## config.mk

```make
export PLATFORM = sky130hd
export DESIGN_NAME = ksa_wb_operand_stage
export DESIGN_NICKNAME = d
export VERILOG_FILES = /design/src/rtl/ksa_wb_pkg.sv /design/src/rtl/ksa_wb_seq.sv /design/src/rtl/ksa_wb_operand_stage.sv
export SDC_FILE = /design/constraint.sdc
export NUM_CORES = 1
export LEC_CHECK = 0
export BUFFER_PORTS_ARGS = -buffer_cell sky130_fd_sc_hd__buf_2
export CAP_MARGIN = 20
export CORE_ASPECT_RATIO = 0.5
export CORE_MARGIN = 10
export CORE_UTILIZATION = 25
export DETAILED_ROUTE_END_ITERATION = 12
export GPL_ROUTABILITY_DRIVEN = 0
export MAX_ROUTING_LAYER = met4
export SLEW_MARGIN = 20
export SYNTH_ARGS = -nofsm -noshare
export SYNTH_HDL_FRONTEND = slang
export SYNTH_HIERARCHICAL = 1
export SYNTH_SLANG_ARGS = --single-unit
```

## constraint.sdc

```tcl
create_clock -name wb_clk_i -period 6.6 [get_ports wb_clk_i]
set_clock_uncertainty 0.1 [all_clocks]
set_input_delay 1.32 -clock wb_clk_i [delete_from_list [all_inputs] [get_ports wb_clk_i]]
set_output_delay 1.32 -clock wb_clk_i [all_outputs]
set_load 0.03 [all_outputs]
```

## src/rtl/ksa_wb_pkg.sv

```systemverilog
// ksa_wb_pkg: register offsets, control/status bit indices and sequencer states for ksa_wb_operand_stage
package ksa_wb_pkg;
    localparam logic [7:0] OFS_OPA    = 8'h00;
    localparam logic [7:0] OFS_OPB    = 8'h04;
    localparam logic [7:0] OFS_CTRL   = 8'h08;
    localparam logic [7:0] OFS_STATUS = 8'h0C;
    localparam logic [7:0] OFS_RESULT = 8'h10;
    localparam int CTRL_START  = 0;
    localparam int CTRL_IRQ_EN = 1;
    localparam int CTRL_ACC    = 2;
    localparam int STAT_BUSY   = 0;
    localparam int STAT_DONE   = 1;
    typedef enum logic [1:0] {
        ST_IDLE = 2'd0,
        ST_RUN  = 2'd1,
        ST_DONE = 2'd2
    } state_t;
endpackage

```

## src/rtl/ksa_wb_seq.sv

```systemverilog
// ksa_wb_seq: start/settle/capture sequencer; capture pulses SETTLE_CYC cycles after start
module ksa_wb_seq
    import ksa_wb_pkg::*;
#(
    parameter int SETTLE_CYC = 2
) (
    input  logic clk,
    input  logic rst,
    input  logic start,
    input  logic clear,
    output logic busy,
    output logic done,
    output logic capture
);
    localparam logic [3:0] CNT_INIT = 4'(SETTLE_CYC - 1);
    state_t state, state_n;
    logic [3:0] cnt, cnt_n;
    always_ff @(posedge clk) begin
        if (rst) begin
            state <= ST_IDLE;
            cnt   <= '0;
        end else begin
            state <= state_n;
            cnt   <= cnt_n;
        end
    end
    // START outranks a simultaneous DONE clear
    always_comb begin
        state_n = state;
        cnt_n   = cnt;
        if (start && state != ST_RUN) begin
            state_n = ST_RUN;
            cnt_n   = CNT_INIT;
        end else if (state == ST_RUN) begin
            state_n = (cnt == 4'd0) ? ST_DONE : ST_RUN;
            cnt_n   = (cnt == 4'd0) ? cnt : cnt - 4'd1;
        end else if (state == ST_DONE && clear) begin
            state_n = ST_IDLE;
        end
    end
    assign busy    = state == ST_RUN;
    assign done    = state == ST_DONE;
    assign capture = busy && cnt == 4'd0;
endmodule

```

## src/rtl/ksa_wb_operand_stage.sv

```systemverilog
// ksa_wb_operand_stage: Wishbone operand/result register front end for the Kogge-Stone adder.
// Optional KSA_ACC_EN adds CTRL.ACC, which folds each captured sum back into OPA.
module ksa_wb_operand_stage
    import ksa_wb_pkg::*;
#(
    parameter int          WIDTH      = 16,
    parameter logic [31:0] BASE_ADDR  = 32'h3000_0000,
    parameter int          SETTLE_CYC = 2
) (
    input  logic             wb_clk_i,
    input  logic             wb_rst_i,
    input  logic             wbs_stb_i,
    input  logic             wbs_cyc_i,
    input  logic             wbs_we_i,
    input  logic [3:0]       wbs_sel_i,
    input  logic [31:0]      wbs_dat_i,
    input  logic [31:0]      wbs_adr_i,
    output logic             wbs_ack_o,
    output logic [31:0]      wbs_dat_o,
    output logic [WIDTH-1:0] add_a_o,
    output logic [WIDTH-1:0] add_b_o,
    input  logic [WIDTH-1:0] add_sum_i,
    input  logic             add_cout_i,
    output logic             irq_o
);
    logic [7:0]       ofs;
    logic             req, wr, start, clear, busy, done, capture, irq_en, acc;
    logic [WIDTH:0]   result;
    logic [WIDTH-1:0] wmask, opa_wr, opb_wr;
    logic [31:0]      ctrl_rd, stat_rd, rd_data;
    logic             unused_bits;
    assign ofs   = wbs_adr_i[7:0];
    assign req   = wbs_stb_i & wbs_cyc_i & (wbs_adr_i[31:8] == BASE_ADDR[31:8]) & ~wbs_ack_o;
    assign wr    = req & wbs_we_i;
    assign start = wr && ofs == OFS_CTRL && wbs_sel_i[0] && wbs_dat_i[CTRL_START];
    assign clear = wr && ofs == OFS_STATUS && wbs_sel_i[0] && wbs_dat_i[STAT_DONE];
    assign unused_bits = &{1'b0, wbs_dat_i, wbs_sel_i};
    always_comb begin
        for (int i = 0; i < WIDTH; i++) wmask[i] = wbs_sel_i[i/8];
    end
    assign opa_wr = (add_a_o & ~wmask) | (wbs_dat_i[WIDTH-1:0] & wmask);
    assign opb_wr = (add_b_o & ~wmask) | (wbs_dat_i[WIDTH-1:0] & wmask);
    ksa_wb_seq #(.SETTLE_CYC(SETTLE_CYC)) u_seq (
        .clk     (wb_clk_i),
        .rst     (wb_rst_i),
        .start   (start),
        .clear   (clear),
        .busy    (busy),
        .done    (done),
        .capture (capture)
    );
`ifdef KSA_ACC_EN
    always_ff @(posedge wb_clk_i) begin
        if (wb_rst_i) acc <= 1'b0;
        else if (wr && ofs == OFS_CTRL && wbs_sel_i[0]) acc <= wbs_dat_i[CTRL_ACC];
    end
`else
    assign acc = 1'b0;
`endif
    always_comb begin
        ctrl_rd = '0;
        stat_rd = '0;
        ctrl_rd[CTRL_IRQ_EN] = irq_en;
        ctrl_rd[CTRL_ACC]    = acc;
        stat_rd[STAT_BUSY]   = busy;
        stat_rd[STAT_DONE]   = done;
        rd_data = ofs == OFS_OPA    ? 32'(add_a_o) :
                  ofs == OFS_OPB    ? 32'(add_b_o) :
                  ofs == OFS_CTRL   ? ctrl_rd :
                  ofs == OFS_STATUS ? stat_rd :
                  ofs == OFS_RESULT ? 32'(result) : '0;
    end
    // Operands stay frozen while the adder settles
    always_ff @(posedge wb_clk_i) begin
        if (wb_rst_i) begin
            wbs_ack_o <= 1'b0;
            wbs_dat_o <= '0;
            add_a_o   <= '0;
            add_b_o   <= '0;
            result    <= '0;
            irq_en    <= 1'b0;
        end else begin
            wbs_ack_o <= req;
            wbs_dat_o <= (req && !wbs_we_i) ? rd_data : '0;
            if (wr && ofs == OFS_OPA && !busy) add_a_o <= opa_wr;
            else if (capture && acc) add_a_o <= add_sum_i;
            if (wr && ofs == OFS_OPB && !busy) add_b_o <= opb_wr;
            if (wr && ofs == OFS_CTRL && wbs_sel_i[0]) irq_en <= wbs_dat_i[CTRL_IRQ_EN];
            if (capture) result <= {add_cout_i, add_sum_i};
        end
    end
    assign irq_o = done & irq_en;
endmodule

```

# After elaboration in Yosys (flattened, before gate mapping)
# Index checks and enable logic that the tools add are counted.
classes:
  n_addsub: 1
  eq_ne: 9
  n_mux: 12
  bitwise_logic: 15
  n_reduce_logical: 27
ops:
  columns: ["cell", "n"]
  rows:
  - ["$mux 16", 5]
  - ["$and 16x16->16", 3]
  - ["$or 16x16->16", 2]
  - ["$eq 24x22->1 const B", 1]
  - ["$eq 8x4->1 const B", 2]
  - ["$not 16->16", 1]
  - ["$logic_and 1x1->1", 14]
  - ["$eq 8x3->1 const B", 1]
  - ["$eq 8x5->1 const B", 1]
  - ["$logic_not 8->1", 1]
  - ["$reduce_or 7->1", 1]
  - ["$mux 2", 3]
  - ["$reduce_or 6->1", 1]
  - ["$and 1x1->1", 5]
  - ["$logic_not 4->1", 1]
  - ["$mux 1", 4]
  - ["$ne 2x1->1 const B", 2]
  - ["$not 1->1", 4]
  - ["$reduce_and 2->1", 2]
  - ["$reduce_bool 2->1", 2]
  - ["$reduce_or 2->1", 2]
  - ["$sub 4x1->4 const B", 1]
  - ["$reduce_bool 3->1", 1]
  - ["$eq 2x1->1 const B", 1]
  - ["other kinds (2)", 3]
totals:
  regBits: 89
  inputBits: 90
  output_inout_bits: 66
  word_cells: 76

# Longest topological paths before layout
# Gate-level depths: netlist of the first run.
depth:
  depth_word: 11
  depth_mapped: 8
  depth_no_buf: 7

# Hierarchy
# The synthesis of the first run kept the hierarchy.
modules_own_cells:
  columns: ["mod", "n_inst", "cells_each", "area_each_um2", "seq_area_each_um2"]
  rows:
  - ["ksa_wb_operand_stage", 1, 344, 3279.4, 1361.3]
  - ["ksa_wb_seq", 1, 38, 341.6, 120.1]

# Worst setup path after synthesis of the first run
# No wires, ideal clock.
synth_timing:
  path_type: "input -> register"
  startpoint: "input wbs_adr_i[8]"
  endpoint: "register u_seq.cnt[2]"
  setup_time_ps: 117
  arrival_ps: 2856
  required_time_ps: 6383
  slack_ps: 3527
  stages: 7
  n_path_buf: 1
  path_cell_list: "nor4_2 > nand4_2 > clkbuf_1 > nor3_1 > and4b_1 > mux2i_1 > a32o_1"
synth_via:
  elab_chain_len: 9
synth_rtl:
  columns: ["element", "line", "rtl"]
  rows:
  - ["start, declared", "ksa_wb_operand_stage.sv:17", "input logic [31:0] wbs_adr_i,"]
  - ["$eq 24x22->1", "ksa_wb_operand_stage.sv:33", "assign req = wbs_stb_i & wbs_cyc_i & (wbs_adr_i[31:8] == BASE_ADDR[31:8]) & ~wbs_ack_o;"]
  - ["$and 1x1->1 (2 in a row)", "ksa_wb_operand_stage.sv:33", null]
  - ["$and 1x1->1", "ksa_wb_operand_stage.sv:34", "assign wr = req & wbs_we_i;"]
  - ["$logic_and 1x1->1 (3 in a row)", "ksa_wb_operand_stage.sv:35", "assign start = wr && ofs == OFS_CTRL && wbs_sel_i[0] && wbs_dat_i[CTRL_START];"]
  - ["net start", "ksa_wb_operand_stage.sv:27", "logic req, wr, start, clear, busy, done, capture, irq_en, acc;"]
  - ["$logic_and 1x1->1", "ksa_wb_seq.sv:31", "if (start && state != ST_RUN) begin"]
  - ["$reduce_or 2->1 (no source line)", null, null]
  - ["end signal, assigned", "ksa_wb_seq.sv:24", "cnt <= cnt_n;"]
  - ["end, declared", "ksa_wb_seq.sv:17", "logic [3:0] cnt, cnt_n;"]
# The timed path passes the listed nets, and every way through them passes these cells.
# A chain may end at the register's enable or synchronous reset.

==> metrics.yaml, run 1 <==
diodes: 0
hpwlAfterDp_um: 8460
firstDrtPassIters: 4
fin_crit_ns: 3.245
finalSetupViolations: 0
antenna_found_initial: 0
cts_buffer_depth: 2
cts_setup_buffers: 0
numCtsBuffers: 9
area_delta_synth_final_pct: 27.64
ys_seq_area_frac: 0.4091
die_w_um: 190.2
grt_usage: 0.1103
syn_avg_cell_area_um2: 9.479
syn_inst: 382
path_class: "in2reg"
vias_per_cell: 4.408
ys.flop_type: "dfxtp_1"
clock_latency_ns: 0.33
fp.dieH_um: 105.1
grt_max_degree: 75
ir_drop_mv: 0.1085
crit_path_start_kind: "input pin"
nets: 586
hold_path_class: "reg2reg"
worst_slew_pin_slew_ns: 0.9916
first_global_vias: 3233
io_pins: 156
switching_share: 0.2324
pwr_density_cell_mw_per_mm2: 210.7
die-area_mm2: 0.01999
async_reset_ff_frac: 0
power_uw: 973.8
root_buffer: "clkbuf_16"
grt_pass1_wl_um: 17120
pwr-share-seq: 0.459
critPathArrivalTime_ns: 3.41
yosys_register_bits: 74
max_freq_ghz: 0.3081
status: "completed"
timing.final.crit_share: 0.4917
ys_warn_count: 6
pwr-share-clk: 0.470
synth_top_area_cell: "dfxtp_1"
core-area_mm2: 0.01385
start_util: 0.2614
slew_viol_final: 0
synth_top_area_share: 0.4091
clock_sinks: 74
hold_violations: 0
ys_types: 51
cp.required_ns: 6.76
met3_usage: 0.02787
finalWirelength_um: 10960
drt_iter0_markers: 108
setup.worst_path.end_class: "flop"
gr-total-overflow: 0
p_leak_nw: 1.947
rows: 30
cts_tree: "done"
p_int_uw: 747.5
fin_util: 0.3337
place_area_mm2: 0.004339
ant_nets: 0
synth-edff-count: 0
vias: 3046
path_clk_slew_ns: 0.06
p_switching_uw: 226.4
power_frac_comb: 0.071
cts_max_level: 3
use_met1: 0.1199
setup_tns_ns: 0
drcViolationCount: 0
worstPathMaxFanout: 24
finalInstanceArea_mm2: 0.004622
holdBufCountCts: 0
max_cap_violations: 0
max-slew-margin-rel: 0.3365
drive_gt1_frac: 0.3166
ys_top_cells_by_area: "dfxtp_1 41%, mux2i_1 16%, nand2b_1 7.6%"
io_buffers: 122
routedWlPerCell_um: 15.87
synth_area_mm2: 0.003621
use_met2: 0.1929
ctsResizeCount: 0
busiest_layer: "met2"
rsz0062_at_grt: "false"
power by group through the flow:
stage                     Sequential, mW  Clock [mW]  Combinational, mW
after floorplan                    0.457           0             0.0445
after global placement             0.457           0             0.0682
after detailed placement           0.457           0             0.0688
after CTS                          0.447       0.468             0.0690
after global routing               0.446       0.491             0.0754
final                              0.447       0.458             0.0693
kinds of logic (layout without fill, tap and decap cells):
family	Yosys count	in the layout	share of synthesized area
and+or+nand+nor	163	163	0.2882
other	1	15	0.001036
muxes	59	59	0.1666
DFF	74	74	0.4091
AOI/OAI and AO/OA	40	40	0.06600
adders and majority gates	2	2	0.006910
buffers and inverters	43	146	0.06220
worst max-delay path, stage by stage:
cell	delay [ns]
buf_2	0.54
nor2b_1	0.32
nand4_4	0.23
nor4_4	0.73
mux2i_1	0.26
stage by stage:
stage / hold slack [ns] / setup slack (ns) / instances
final: 0.3440 / 3.355 / 691
after global routing: 0.3844 / 3.173 / 691
after CTS: 0.3515 / 3.344 / 691
after detailed placement: 0.3424 / 2.999 / 675
after global placement: 0.3439 / 3.049 / 675
after floorplan: 0.3213 / 3.527 / 396
placed cells by master (no fill, tap or decap), types with 6 or more instances in the layout:
cell       netlist  routed
a21oi_1         25      25
nor2_1          53      53
nand2b_1        44      44
nand3_1          6       6
buf_2            4     122
o31ai_1          8       8
clkbuf_16        0       9
nand4_1         11      11
conb_1           1      15
dfxtp_1         74      74
mux2i_1         58      58
cells in the mapped netlist (2+ instances only):
| cell | n |
|---|---|
| dfxtp_1 | 74 |
| or3_1 | 5 |
| and3_1 | 2 |
| nor4_4 | 5 |
| buf_4 | 15 |
| nand3_1 | 6 |
| nor4_2 | 2 |
| nor2_1 | 53 |
| nand4_2 | 2 |
| nand2b_1 | 44 |
| a21oi_1 | 25 |
| buf_2 | 4 |
| nand4_1 | 11 |
| and2_1 | 2 |
| and4_1 | 2 |
| clkbuf_1 | 16 |
| nor3_1 | 5 |
| nor4_1 | 3 |
| o31ai_1 | 8 |
| buf_1 | 2 |
| ha_1 | 2 |
| inv_1 | 5 |
| nor2b_1 | 2 |
| nand2_1 | 3 |
| mux2i_1 | 58 |
layer usage:
layer	up-vias	wire [um]
met1	1430	4842
met3	10	382
met2	64	5611
met4	0	128
li1	1542	-
met5	-	0
cell type report:
cell class | count | area [um2]
fillers | 1434 | 9229
clock buffers | 12 | 256.5
repair buffers | 124 | 625.6
flip-flops and latches | 74 | 1481
clock inverters | 4 | 26.28
inverters | 6 | 25.02
well taps | 192 | 240.2
multi-input cells | 279 | 1967
worst paths after layout:
path | from | end | slack (ns) | cells past startpoint
worst min register to register | result[16] | wbs_dat_o[16] | 0.34 | 2
worst max-delay path | wbs_adr_i[2] | flop | 3.35 | 5
worst min-delay path | result[16] | wbs_dat_o[16] | 0.34 | 2
worst max register to register | wbs_ack_o | flop | 4.29 | 4
No activity file was read; power rests on OpenSTA's default activity.
==> run 2: changes to the inputs <==
- clock period: 6.6 -> 3.1 ns (I/O delays scaled with it)
==> run 2 against run 1 <==
Combinational power rose by 110%. Sequential power rose by 110%. Hold slack improved by 0.0073 ns. Clock power rose by 130%. Global-route usage rose by 0.14 points. Critical path type unchanged. Highest routed layer unchanged.
==> metrics.yaml, run 2 (synthesis gave the netlist of run 1 again) <==
mostFrequentLayoutCells: "122 x buf_2, 74 x dfxtp_1, 58 x mux2i_1"
whs_ns: 0.3512
rsz0062_at_grt: "false"
die_w_um: 190.2
cts_setup_buffers: 0
max_freq_ghz: 0.4426
grt_usage: 0.1117
die-area_mm2: 0.01999
grt_max_degree: 50
slew_viol_final: 0
path_class: "in2reg"
p_leak_nw: 1.969
hpwlAfterDp_um: 8669
drt_iter0_markers: 142
vias: 3074
first_global_vias: 3203
gr-total-overflow: 0
r2r_cells: 4
cts_tree: "done"
regArea_mm2: 0.001481
hold_path_class: "reg2reg"
start_util: 0.2614
io_buffers: 122
numCtsBuffers: 9
core-area_mm2: 0.01385
pwr_density_cell_mw_per_mm2: 461.2
clock_sinks: 74
ctsResizeCount: 0
critPathArrivalTime_ns: 2.37
drive_gt1_frac: 0.3241
nets: 590
grt_pass1_wl_um: 17200
hold_violations: 0
ir_drop_mv: 0.2589
path_clk_slew_ns: 0.06
vias_per_cell: 4.423
antenna_found_initial: 0
cp.required_ns: 3.21
max_cap_violations: 0
cts_buffer_depth: 2
finalSetupViolations: 0
status: "completed"
p_int_mw: 1.652
fin_crit_ns: 2.260
worstPathMaxFanout: 8
io_pins: 156
rows: 30
min_delay_path_depth: 2
switching_share: 0.2338
root_buffer: "clkbuf_16"
setup_tns_ns: 0
drcViolationCount: 0
max-slew-margin-rel: 0.3334
timing.final.crit_share: 0.7289
nFillCells: 1454
setup.worst_path.end_class: "flop"
worst_slew_pin_slew_ns: 0.9962
mostFrequentLayoutCell: "buf_2"
firstDrtPassIters: 4
diodes: 0
ant_nets: 0
pwr-share-seq: 0.441
power_frac_comb: 0.069
multi_input_area_mm2: 0.001967
pwr-share-clk: 0.490
routedWlPerCell_um: 16.11
cts_max_level: 3
clock_latency_ns: 0.34
finalWirelength_um: 11200
holdBufCountCts: 0
p_switching_uw: 504.0
area_delta_synth_final_pct: 29.09
fp.dieH_um: 105.1
crit_path_start_kind: "input pin"
-- run 2: changes by cell type in the layout (fill, tap and decap cells not counted), sizes merged --
cell      before  now
buf          124  128
clkinvlp       1    3
bufinv         0    1
clkbuf        12   10
clkinv         3    2
-- run 2: metrics by stage --
step / power, mW / setup WS [ns] / util / area (um2) / cells
after floorplan: 1.067 / 0.7269 / - / 3674 / 396
after global placement: 1.119 / 0.4885 / 0.3154 / 4369 / 679
after detailed placement: 1.119 / 0.4318 / 0.3154 / 4369 / 679
after CTS: 2.183 / 0.7980 / 0.3375 / 4674 / 695
after global routing: 2.242 / 0.7129 / 0.3375 / 4674 / 695
final: 2.156 / 0.8404 / 0.3375 / 4674 / 695
-- run 2: cell type report --
cell class / count / share of cell area
Multi-Input combinational cell: 279 / 0.4208
Sequential cell: 74 / 0.3169
Timing Repair Buffer: 128 / 0.1403
Tap cell: 192 / 0.05139
Clock buffer: 10 / 0.05112
Clock inverter: 6 / 0.01419
Inverter: 6 / 0.005353
-- run 2: worst max-delay path, stage by stage --
cell and delay, ns:
buf_2 0.11, nor4_4 0.32, nand4_1 0.29, or4_1 0.82
mux2i_1 0.21
-- run 2: power by group through the flow --
stage	clock network [mW]	registers [mW]	logic, mW
2_1_floorplan	0	0.972	0.0947
3_3_place_gp	0	0.972	0.147
3_5_place_dp	0	0.972	0.147
4_1_cts	1.08	0.951	0.148
5_1_grt	1.13	0.950	0.161
6_report	1.06	0.951	0.148
-- run 2: worst paths after layout --
check,startpoint,slack [ns],endpoint
worst max register to register,wbs_ack_o,0.98,flop
worst max-delay path,wbs_adr_i[16],0.84,flop
worst min-delay path,result[16],0.35,wbs_dat_o[16]
worst min register to register,result[16],0.35,wbs_dat_o[16]
-- run 2: layer usage --
layer / part of all wire / track usage
met5: 0 / -
met4: 0.016 / 0.03240
met3: 0.045 / 0.03417
met2: 0.51 / 0.1892
met1: 0.43 / 0.1242
